## src/rtl/multicycle_controller_if.sv

```systemverilog
// Signal bundle between the multicycle RV32I controller and its datapath.
// The master side is the controller, which drives all control selects and enables.
interface multicycle_controller_if;
  logic [6:0] op;
  logic [2:0] funct3;
  logic       funct7b5;
  logic       Zero;

  logic       PCWrite;
  logic       AdrSrc;
  logic       MemWrite;
  logic       IRWrite;
  logic [1:0] ResultSrc;
  logic [1:0] ALUSrcA;
  logic [1:0] ALUSrcB;
  logic [1:0] ImmSrc;
  logic [2:0] ALUControl;
  logic       RegWrite;
  logic       Illegal;
  logic [3:0] State;

  modport master (
    input  op, funct3, funct7b5, Zero,
    output PCWrite, AdrSrc, MemWrite, IRWrite, ResultSrc, ALUSrcA, ALUSrcB,
           ImmSrc, ALUControl, RegWrite, Illegal, State
  );

  modport slave (
    output op, funct3, funct7b5, Zero,
    input  PCWrite, AdrSrc, MemWrite, IRWrite, ResultSrc, ALUSrcA, ALUSrcB,
           ImmSrc, ALUControl, RegWrite, Illegal, State
  );
endinterface

```

## src/rtl/multicycle_controller.sv

```systemverilog
// Moore control FSM for the multicycle RV32I datapath: sequences fetch, decode
// and per-class execute states, and decodes ALU operation and immediate format.
module multicycle_controller (
  input logic                    clk,
  input logic                    reset,
  multicycle_controller_if.master bus
);

  typedef enum logic [3:0] {
    S_FETCH    = 4'd0,
    S_DECODE   = 4'd1,
    S_MEMADR   = 4'd2,
    S_MEMREAD  = 4'd3,
    S_MEMWB    = 4'd4,
    S_MEMWRITE = 4'd5,
    S_EXECR    = 4'd6,
    S_ALUWB    = 4'd7,
    S_EXECI    = 4'd8,
    S_JAL      = 4'd9,
    S_BEQ      = 4'd10,
    S_TRAP     = 4'd11
  } state_t;

  typedef enum logic [1:0] {
    ALUOP_ADD   = 2'd0,
    ALUOP_SUB   = 2'd1,
    ALUOP_FUNCT = 2'd2
  } aluop_t;

  localparam logic [6:0] OP_LW    = 7'b0000011;
  localparam logic [6:0] OP_SW    = 7'b0100011;
  localparam logic [6:0] OP_RTYPE = 7'b0110011;
  localparam logic [6:0] OP_ITYPE = 7'b0010011;
  localparam logic [6:0] OP_JAL   = 7'b1101111;
  localparam logic [6:0] OP_BEQ   = 7'b1100011;

  state_t     state, state_next;
  aluop_t     alu_op;
  logic       pc_update, branch, ir_write, mem_write, reg_write;
  logic       adr_src, illegal;
  logic [1:0] result_src, src_a, src_b;

  always_ff @(posedge clk or negedge reset) begin
    if (!reset) state <= S_FETCH;
    else        state <= state_next;
  end

  always_comb begin
    state_next = S_TRAP;
    pc_update  = 1'b0;
    branch     = 1'b0;
    ir_write   = 1'b0;
    mem_write  = 1'b0;
    reg_write  = 1'b0;
    adr_src    = 1'b0;
    illegal    = 1'b0;
    result_src = 2'b00;
    src_a      = 2'b00;
    src_b      = 2'b00;
    alu_op     = ALUOP_ADD;
    case (state)
      S_FETCH: begin
        ir_write   = 1'b1;
        src_b      = 2'b10;
        result_src = 2'b10;
        pc_update  = 1'b1;
        state_next = S_DECODE;
      end
      S_DECODE: begin
        src_a = 2'b01;
        src_b = 2'b01;
        case (bus.op)
          OP_LW, OP_SW: state_next = S_MEMADR;
          OP_RTYPE:     state_next = S_EXECR;
          OP_ITYPE:     state_next = S_EXECI;
          OP_JAL:       state_next = S_JAL;
          OP_BEQ:       state_next = S_BEQ;
          default:      state_next = S_TRAP;
        endcase
      end
      S_MEMADR: begin
        src_a      = 2'b10;
        src_b      = 2'b01;
        // Only lw/sw reach here; op[5] separates store from load.
        state_next = bus.op[5] ? S_MEMWRITE : S_MEMREAD;
      end
      S_MEMREAD: begin
        adr_src    = 1'b1;
        state_next = S_MEMWB;
      end
      S_MEMWB: begin
        result_src = 2'b01;
        reg_write  = 1'b1;
        state_next = S_FETCH;
      end
      S_MEMWRITE: begin
        adr_src    = 1'b1;
        mem_write  = 1'b1;
        state_next = S_FETCH;
      end
      S_EXECR: begin
        src_a      = 2'b10;
        alu_op     = ALUOP_FUNCT;
        state_next = S_ALUWB;
      end
      S_ALUWB: begin
        reg_write  = 1'b1;
        state_next = S_FETCH;
      end
      S_EXECI: begin
        src_a      = 2'b10;
        src_b      = 2'b01;
        alu_op     = ALUOP_FUNCT;
        state_next = S_ALUWB;
      end
      S_JAL: begin
        src_a      = 2'b01;
        src_b      = 2'b10;
        pc_update  = 1'b1;
        state_next = S_ALUWB;
      end
      S_BEQ: begin
        src_a      = 2'b10;
        alu_op     = ALUOP_SUB;
        branch     = 1'b1;
        state_next = S_FETCH;
      end
      S_TRAP: begin
        illegal    = 1'b1;
        state_next = S_TRAP;
      end
      default: state_next = S_TRAP;
    endcase
  end

  always_comb begin
    bus.ALUControl = 3'b000;
    case (alu_op)
      ALUOP_SUB: bus.ALUControl = 3'b001;
      ALUOP_FUNCT: begin
        case (bus.funct3)
          3'b000:  bus.ALUControl = (bus.op[5] && bus.funct7b5) ? 3'b001 : 3'b000;
          3'b010:  bus.ALUControl = 3'b101;
          3'b110:  bus.ALUControl = 3'b011;
          3'b111:  bus.ALUControl = 3'b010;
          default: bus.ALUControl = 3'b000;
        endcase
      end
      default: bus.ALUControl = 3'b000;
    endcase
  end

  always_comb begin
    case (bus.op)
      OP_SW:   bus.ImmSrc = 2'b01;
      OP_BEQ:  bus.ImmSrc = 2'b10;
      OP_JAL:  bus.ImmSrc = 2'b11;
      default: bus.ImmSrc = 2'b00;
    endcase
  end

  // Enables are gated by reset so nothing writes while reset is held low.
  always_comb begin
    bus.PCWrite   = reset & (pc_update | (branch & bus.Zero));
    bus.IRWrite   = reset & ir_write;
    bus.MemWrite  = reset & mem_write;
    bus.RegWrite  = reset & reg_write;
    bus.AdrSrc    = adr_src;
    bus.ResultSrc = result_src;
    bus.ALUSrcA   = src_a;
    bus.ALUSrcB   = src_b;
    bus.Illegal   = illegal;
    bus.State     = state;
  end

endmodule
```

## src/flat_wrapper.sv

```systemverilog
// flat-port wrapper written by rule: the top's interface ports become plain ports
module multicycle_controller_flat 
  (clk, reset, bus_op, bus_funct3, bus_funct7b5, bus_Zero, bus_PCWrite, bus_AdrSrc, bus_MemWrite, bus_IRWrite, bus_ResultSrc, bus_ALUSrcA, bus_ALUSrcB, bus_ImmSrc, bus_ALUControl, bus_RegWrite, bus_Illegal, bus_State);
  multicycle_controller_if bus_i ();
  input logic clk;
  input logic reset;
  input wire logic [$bits(bus_i.op)-1:0] bus_op;
  input wire logic [$bits(bus_i.funct3)-1:0] bus_funct3;
  input wire logic [$bits(bus_i.funct7b5)-1:0] bus_funct7b5;
  input wire logic [$bits(bus_i.Zero)-1:0] bus_Zero;
  output wire logic [$bits(bus_i.PCWrite)-1:0] bus_PCWrite;
  output wire logic [$bits(bus_i.AdrSrc)-1:0] bus_AdrSrc;
  output wire logic [$bits(bus_i.MemWrite)-1:0] bus_MemWrite;
  output wire logic [$bits(bus_i.IRWrite)-1:0] bus_IRWrite;
  output wire logic [$bits(bus_i.ResultSrc)-1:0] bus_ResultSrc;
  output wire logic [$bits(bus_i.ALUSrcA)-1:0] bus_ALUSrcA;
  output wire logic [$bits(bus_i.ALUSrcB)-1:0] bus_ALUSrcB;
  output wire logic [$bits(bus_i.ImmSrc)-1:0] bus_ImmSrc;
  output wire logic [$bits(bus_i.ALUControl)-1:0] bus_ALUControl;
  output wire logic [$bits(bus_i.RegWrite)-1:0] bus_RegWrite;
  output wire logic [$bits(bus_i.Illegal)-1:0] bus_Illegal;
  output wire logic [$bits(bus_i.State)-1:0] bus_State;
  assign bus_i.op = bus_op;
  assign bus_i.funct3 = bus_funct3;
  assign bus_i.funct7b5 = bus_funct7b5;
  assign bus_i.Zero = bus_Zero;
  assign bus_PCWrite = bus_i.PCWrite;
  assign bus_AdrSrc = bus_i.AdrSrc;
  assign bus_MemWrite = bus_i.MemWrite;
  assign bus_IRWrite = bus_i.IRWrite;
  assign bus_ResultSrc = bus_i.ResultSrc;
  assign bus_ALUSrcA = bus_i.ALUSrcA;
  assign bus_ALUSrcB = bus_i.ALUSrcB;
  assign bus_ImmSrc = bus_i.ImmSrc;
  assign bus_ALUControl = bus_i.ALUControl;
  assign bus_RegWrite = bus_i.RegWrite;
  assign bus_Illegal = bus_i.Illegal;
  assign bus_State = bus_i.State;
  multicycle_controller u_core (.clk(clk), .reset(reset), .bus(bus_i));
endmodule
```

## config.mk

```make
export PLATFORM = sky130hd
export DESIGN_NAME = multicycle_controller_flat
export DESIGN_NICKNAME = d
export VERILOG_FILES = /design/src/rtl/multicycle_controller_if.sv /design/src/rtl/multicycle_controller.sv /design/src/flat_wrapper.sv
export SDC_FILE = /design/constraint.sdc
export NUM_CORES = 1
export LEC_CHECK = 0
export CAP_MARGIN = 30
export CORE_MARGIN = 5
export CORE_UTILIZATION = 40
export DETAILED_ROUTE_END_ITERATION = 7
export GPL_TIMING_DRIVEN = 0
export PLACE_DENSITY = 0.92
export SLEW_MARGIN = 10
export SYNTH_ARGS = -nofsm -noshare
export SYNTH_HDL_FRONTEND = slang
export SYNTH_SLANG_ARGS = --single-unit
```

## constraint.sdc

```tcl
create_clock -name clk -period 4.2 [get_ports clk]
set_input_delay 1.05 -clock clk [delete_from_list [all_inputs] [get_ports clk]]
set_output_delay 1.05 -clock clk [all_outputs]
set_load 0.005 [all_outputs]
```

* Yosys cells after proc, flatten, opt, wreduce, memory -nomap -nowiden
Cells that the tools add are included.
Operators by class: equality and inequality tests 22, muxes and demuxes 18, bitwise operators 6, reductions and logical operators 13
Operators with widths (count):
- one-hot mux 4 bit (6 select lines) | 1
- one-hot mux 4 bit (5 select lines) | 1
- == test 4 x 3 -> 1 bit, second input constant | 4
- == test 4 bit, second input constant | 4
- one-hot mux 2 bit (2 select lines) | 4
- == test 7 x 6 -> 1 bit, second input constant | 2
- == test 7 bit, second input constant | 2
- one-hot mux 3 bit (4 select lines) | 1
- OR reduction 2 bit | 6
- == test 4 x 2 -> 1 bit, second input constant | 2
- 2-to-1 mux 1 bit | 8
- OR reduction 4 bit | 2
- == test 7 x 2 -> 1 bit, second input constant | 1
- == test 7 x 5 -> 1 bit, second input constant | 1
- == test 3 bit, second input constant | 2
- one-hot mux 2 bit (3 select lines) | 1
- one-hot mux 3 bit (2 select lines) | 1
- OR reduction 3 bit | 2
- bitwise AND 1 bit | 5
- == test 4 x 1 -> 1 bit, second input constant | 1
- zero test 4 bit | 1
- == test 3 x 2 -> 1 bit, second input constant | 1
- zero test 3 bit | 1
- 2-to-1 mux 3 bit | 1
- other kinds (4) | 4
Word-level totals: register bits after elaboration 4, input port bits 14, output and inout bits 21, word-level logic and storage cells 60

* Logic depth before layout (Yosys ltp)
Gate-level depths: netlist of run 1.
word-level depth 5, mapped depth 8, depth with buffers taken out 7

* Least setup slack after synthesis of run 1
OpenSTA, ideal clock, no wires.
kind input-to-output, start input bus_op[3], end output bus_ImmSrc[0], arrival time 1657 ps, data required time 3150 ps, path slack 1493 ps, cell stages on the path 3, path buffers 0, path through nand4bb_4 > mux2_2 > nor2_1
On the way: word-level cells in the longest chain between the ends 2, elaborated cells on any way between the ends 4, classes of those cells eq/ne: 3; mux: 1
RTL lines:
- from (decl) | RTL line flat_wrapper.sv:7 | input wire logic [$bits(bus_i.op)-1:0] bus_op;
- == test 7 bit / == test 7 x 6 -> 1 bit (equally long branches) | RTL line multicycle_controller.sv:154 | case (bus.op)
- one-hot mux 2 bit (3 select lines) * | RTL line multicycle_controller.sv:154
- to (decl) | RTL line flat_wrapper.sv:18 | output wire logic [$bits(bus_i.ImmSrc)-1:0] bus_ImmSrc;
Every way passes the cells marked *; elsewhere a longest branch is shown, timed or not.

* Worst setup path after layout of run 1
start input bus_op[1], end output bus_ImmSrc[0]
Same word-level chain as after synthesis.

==> results of run 1 <==
## power groups by stage
stage          logic (mW)  clock network [mW]  registers [mW]
2_1_floorplan     0.00478                   0          0.0393
3_3_place_gp       0.0215                   0          0.0392
3_5_place_dp       0.0222                   0          0.0392
4_1_cts            0.0222              0.0494          0.0387
5_1_grt            0.0238              0.0530          0.0387
6_report           0.0222              0.0486          0.0387
## metal layers
layer  up-vias  part of all wire
li1        357                 -
met2        27              0.47
met1       308              0.45
met4         0             0.022
met3         5             0.060
met5         -                 0
## metrics by stage
stage	hold WS [ns]	instances	power, mW	util
6_report	0.692	131	0.110	0.669
3_3_place_gp	0.673	128	0.0608	0.654
4_1_cts	0.683	131	0.110	0.669
3_5_place_dp	0.678	128	0.0614	0.654
2_1_floorplan	0.646	78	0.0440	-
5_1_grt	0.747	131	0.116	0.669
## worst min-delay path, stage by stage (launching register included)
cell and delay [ns]:
sky130_fd_sc_hd__dfrtp_1 0.41, sky130_fd_sc_hd__or3_4 0.18, sky130_fd_sc_hd__o22ai_1 0.06
## cells by family (layout without fill, tap and decap cells)
| family | after synthesis | count (layout) | share of synthesized area |
|---|---|---|---|
| AND/OR/NAND/NOR | 43 | 43 | 0.470 |
| buffers and inverters | 9 | 46 | 0.0728 |
| adder cells (fa/ha/maj) | 2 | 2 | 0.0416 |
| flip-flops | 4 | 4 | 0.166 |
| AO/OA/AOI/OAI | 17 | 17 | 0.200 |
| XOR/XNOR | 1 | 1 | 0.0146 |
| multiplexers | 2 | 2 | 0.0353 |
## worst min-delay path by stage
stage                                              from  cells past startpoint                             to
after floorplan           u_core.bus.State[3]$_DFF_PN0_                      2  u_core.bus.State[0]$_DFF_PN0_
after global placement    u_core.bus.State[3]$_DFF_PN0_                      2  u_core.bus.State[0]$_DFF_PN0_
after detailed placement  u_core.bus.State[3]$_DFF_PN0_                      2  u_core.bus.State[0]$_DFF_PN0_
after CTS                 u_core.bus.State[3]$_DFF_PN0_                      2  u_core.bus.State[0]$_DFF_PN0_
after global routing      u_core.bus.State[3]$_DFF_PN0_                      2  u_core.bus.State[0]$_DFF_PN0_
final                     u_core.bus.State[3]$_DFF_PN0_                      2  u_core.bus.State[0]$_DFF_PN0_
## final cells by class
cell class,instances,area (um2)
Tap cell,16,20.0
Clock buffer,3,22.5
Multi-Input combinational cell,65,458
Sequential cell,4,100
Fill cell,139,487
Inverter,5,18.8
Buffer,4,25.0
Timing Repair Buffer,34,340
## placed cells by master, fill, tap and decap left out, types with 4 or more instances in the layout
cell type and count:
sky130_fd_sc_hd__nor2b_1 4, sky130_fd_sc_hd__clkdlybuf4s50_1 34, sky130_fd_sc_hd__nand2b_1 5, sky130_fd_sc_hd__nor2_1 9
sky130_fd_sc_hd__dfrtp_1 4, sky130_fd_sc_hd__a21oi_1 7, sky130_fd_sc_hd__nand2_1 4, sky130_fd_sc_hd__inv_1 5
==> results.md, run 1 <==
- Status: complete, no violations
- Peak clock frequency supported by timing: 274 MHz
- Total standard cell area after synthesis: 602 um2
- Max-slew violation count: 0
- CP max stage delay: 0.53 ns
- Clock latency at the later pin of the worst-skew pair: 0.24 ns
- Synth unique cells: 37
- Number of H-tree levels: 1
- Share of power burned in registers: 0.354
- Layout cells sized above 1: 0.113
- Max Root-Sink Buffers: 2
- Clock transition at the registers of the reported paths: 0.04 ns
- GRT overflow: 0
- Cell family with most CP delay: buffers and inverters
- Net count after synthesis: 94
- Power per Cell Area: 111 nW/um2
- Capture point of the critical path: bus_ImmSrc[0]
- Via count of the first global-routing pass: 607
- Met3 global-route usage: 0.0122
- Most frequent CP cell: sky130_fd_sc_hd__clkdlybuf4s50_1
- Dpl hpwl: 1.37 mm
- Most instantiated flip-flop cell in the synthesis netlist: sky130_fd_sc_hd__dfrtp_1
- Logic depth of the worst setup path including buffers: 5
- Most numerous cell in the Yosys netlist: sky130_fd_sc_hd__nor2_1
- Cell type contributing the most total cell area after synthesis: sky130_fd_sc_hd__dfrtp_1
- Antenna violations before repair: 0
- Synthesized area per cell: 7.72 um2
- Worst IR drop on VDD: 0.0945 mV
- Crit path arrival time: 2.61 ns
- Worst reg2reg startpoint: u_core.bus.State[1]$_DFF_PN0_
- Total CTS buffers: 3
- Total of hold buffers inserted after clock tree synthesis: 0
- Detailed router's first-iteration violation count: 11
- Cell row count: 14
- Type of origin of the critical path: input pin
- Gr busiest metal: met2
- Wirelength per Cell: 12.7 um
- Vias per Instance: 5.32
- Synth cell count leaders: sky130_fd_sc_hd__nor2_1 (9), sky130_fd_sc_hd__a21oi_1 (7), sky130_fd_sc_hd__inv_1 (5), sky130_fd_sc_hd__nand2b_1 (5)
- Count of boundary I/O pins: 35
- Number of antenna cells inserted: 0
- Relative contribution of the clock network to total power: 0.444
- Final worst clock skew: 0.00569 ns
- Synthesis warning total: 0
- Final layout net count: 133
- Post-route design area: 985 um2
- GP Congestion: 0.794
- Setup Viol. Count Final: 0
- Share of total power in combinational logic: 0.202
- Final Hold Fails: 0
- Final setup slack of the worst path: 0.545 ns
- Cells resized by post-CTS repair: 0
- Number of synthesized register bits: 4
- Antenna Violating Nets Remaining: 0
- CP bufs+invs: 2
- Worst-case reg-to-reg path depth: 3
- Maximum number of pins on one net before global-route repair: 11
- Proportion of total power due to net switching: 0.225
- Worst rel slew slack: 0.703
- Post-CTS setup buffers: 0
- Core outline area: 1470 um2
- First-pass GRT wire length: 2.66 mm
- CP startpoint: bus_op[1]
- Initial Util: 0.409
- Net switching power of the design: 0.0246 mW
- Internal power: 0.0849 mW
- Die Y: 48.8 um
- Crit Path Max Fanout: 6
- Gate count of the mapped netlist: 78
- RSZ-0062 raised after global routing: no
- Worst reg2reg path endpoint: u_core.bus.State[1]$_DFF_PN0_
- Min Tclk post-route: 3.66 ns
- R2r setup slk: 2.82 ns
- Clock sink count: 4
- Overall Global Routing Usage: 0.137
- Share of flip-flops with an asynchronous set or reset after synthesis: 1.00
- Ordered list of cells on the worst path: clkdlybuf4s50_1 -> nand4bb_4 -> mux2_2 -> nor2_1 -> clkdlybuf4s50_1
- Area of placed instances: 962 um2
- Portion of the post-synthesis area used by sequential elements: 0.166
- Max reg flops: 4
- Area of the die: 2380 um2
- Max-cap violations: 0
- Clk root buf: sky130_fd_sc_hd__clkbuf_4
- Iteration count of the initial detailed-routing pass: 4
- Crit path capture type: output pin
- Critical path's slowest cell: sky130_fd_sc_hd__clkdlybuf4s50_1
- Proportion of netlist area held by the largest area contributor: 0.166
- Final Cycle Share: 0.870
- Accumulated negative setup slack: 0 ns
- Number of synthesized flops with an enable pin: 0
- Pin slew with the least headroom to its limit: 0.445 ns
- Routed wire length: 1.66 mm
- Path class of the lowest-slack min-delay path: reg2reg
- Buffers on Ports: 34
- Synthesis-to-finish area growth: 63.6%
- Critical path type: in2out
- Worst setup slack after placement: 0.545 ns
- CTS tree: built
- Leakage: 0.373 nW
- Number of vias in the routed layout: 697
- Largest cells by area after synthesis: sky130_fd_sc_hd__dfrtp_1 (17%), sky130_fd_sc_hd__a21oi_1 (5.8%), sky130_fd_sc_hd__nor2_1 (5.6%)
- GR met2 Demand/Resource: 0.224
- Data required time of the worst path: 3.15 ns
- Met1 track demand over resource: 0.179
- DRC: 0
- Die extent in x: 48.8 um
No activity file was read; power rests on OpenSTA's default activity.
==> inputs of run 2 (changes only) <==
SLEW_MARGIN = 0   (was 10)
==> results of run 2 <==
Final layout, timing and power as in run 1 (identical DEF).
==> inputs of run 3 (changes only) <==
SKIP_CTS_REPAIR_TIMING = 1   (was unset)
==> results of run 3 <==
Final layout, timing and power as in run 1 (identical DEF).
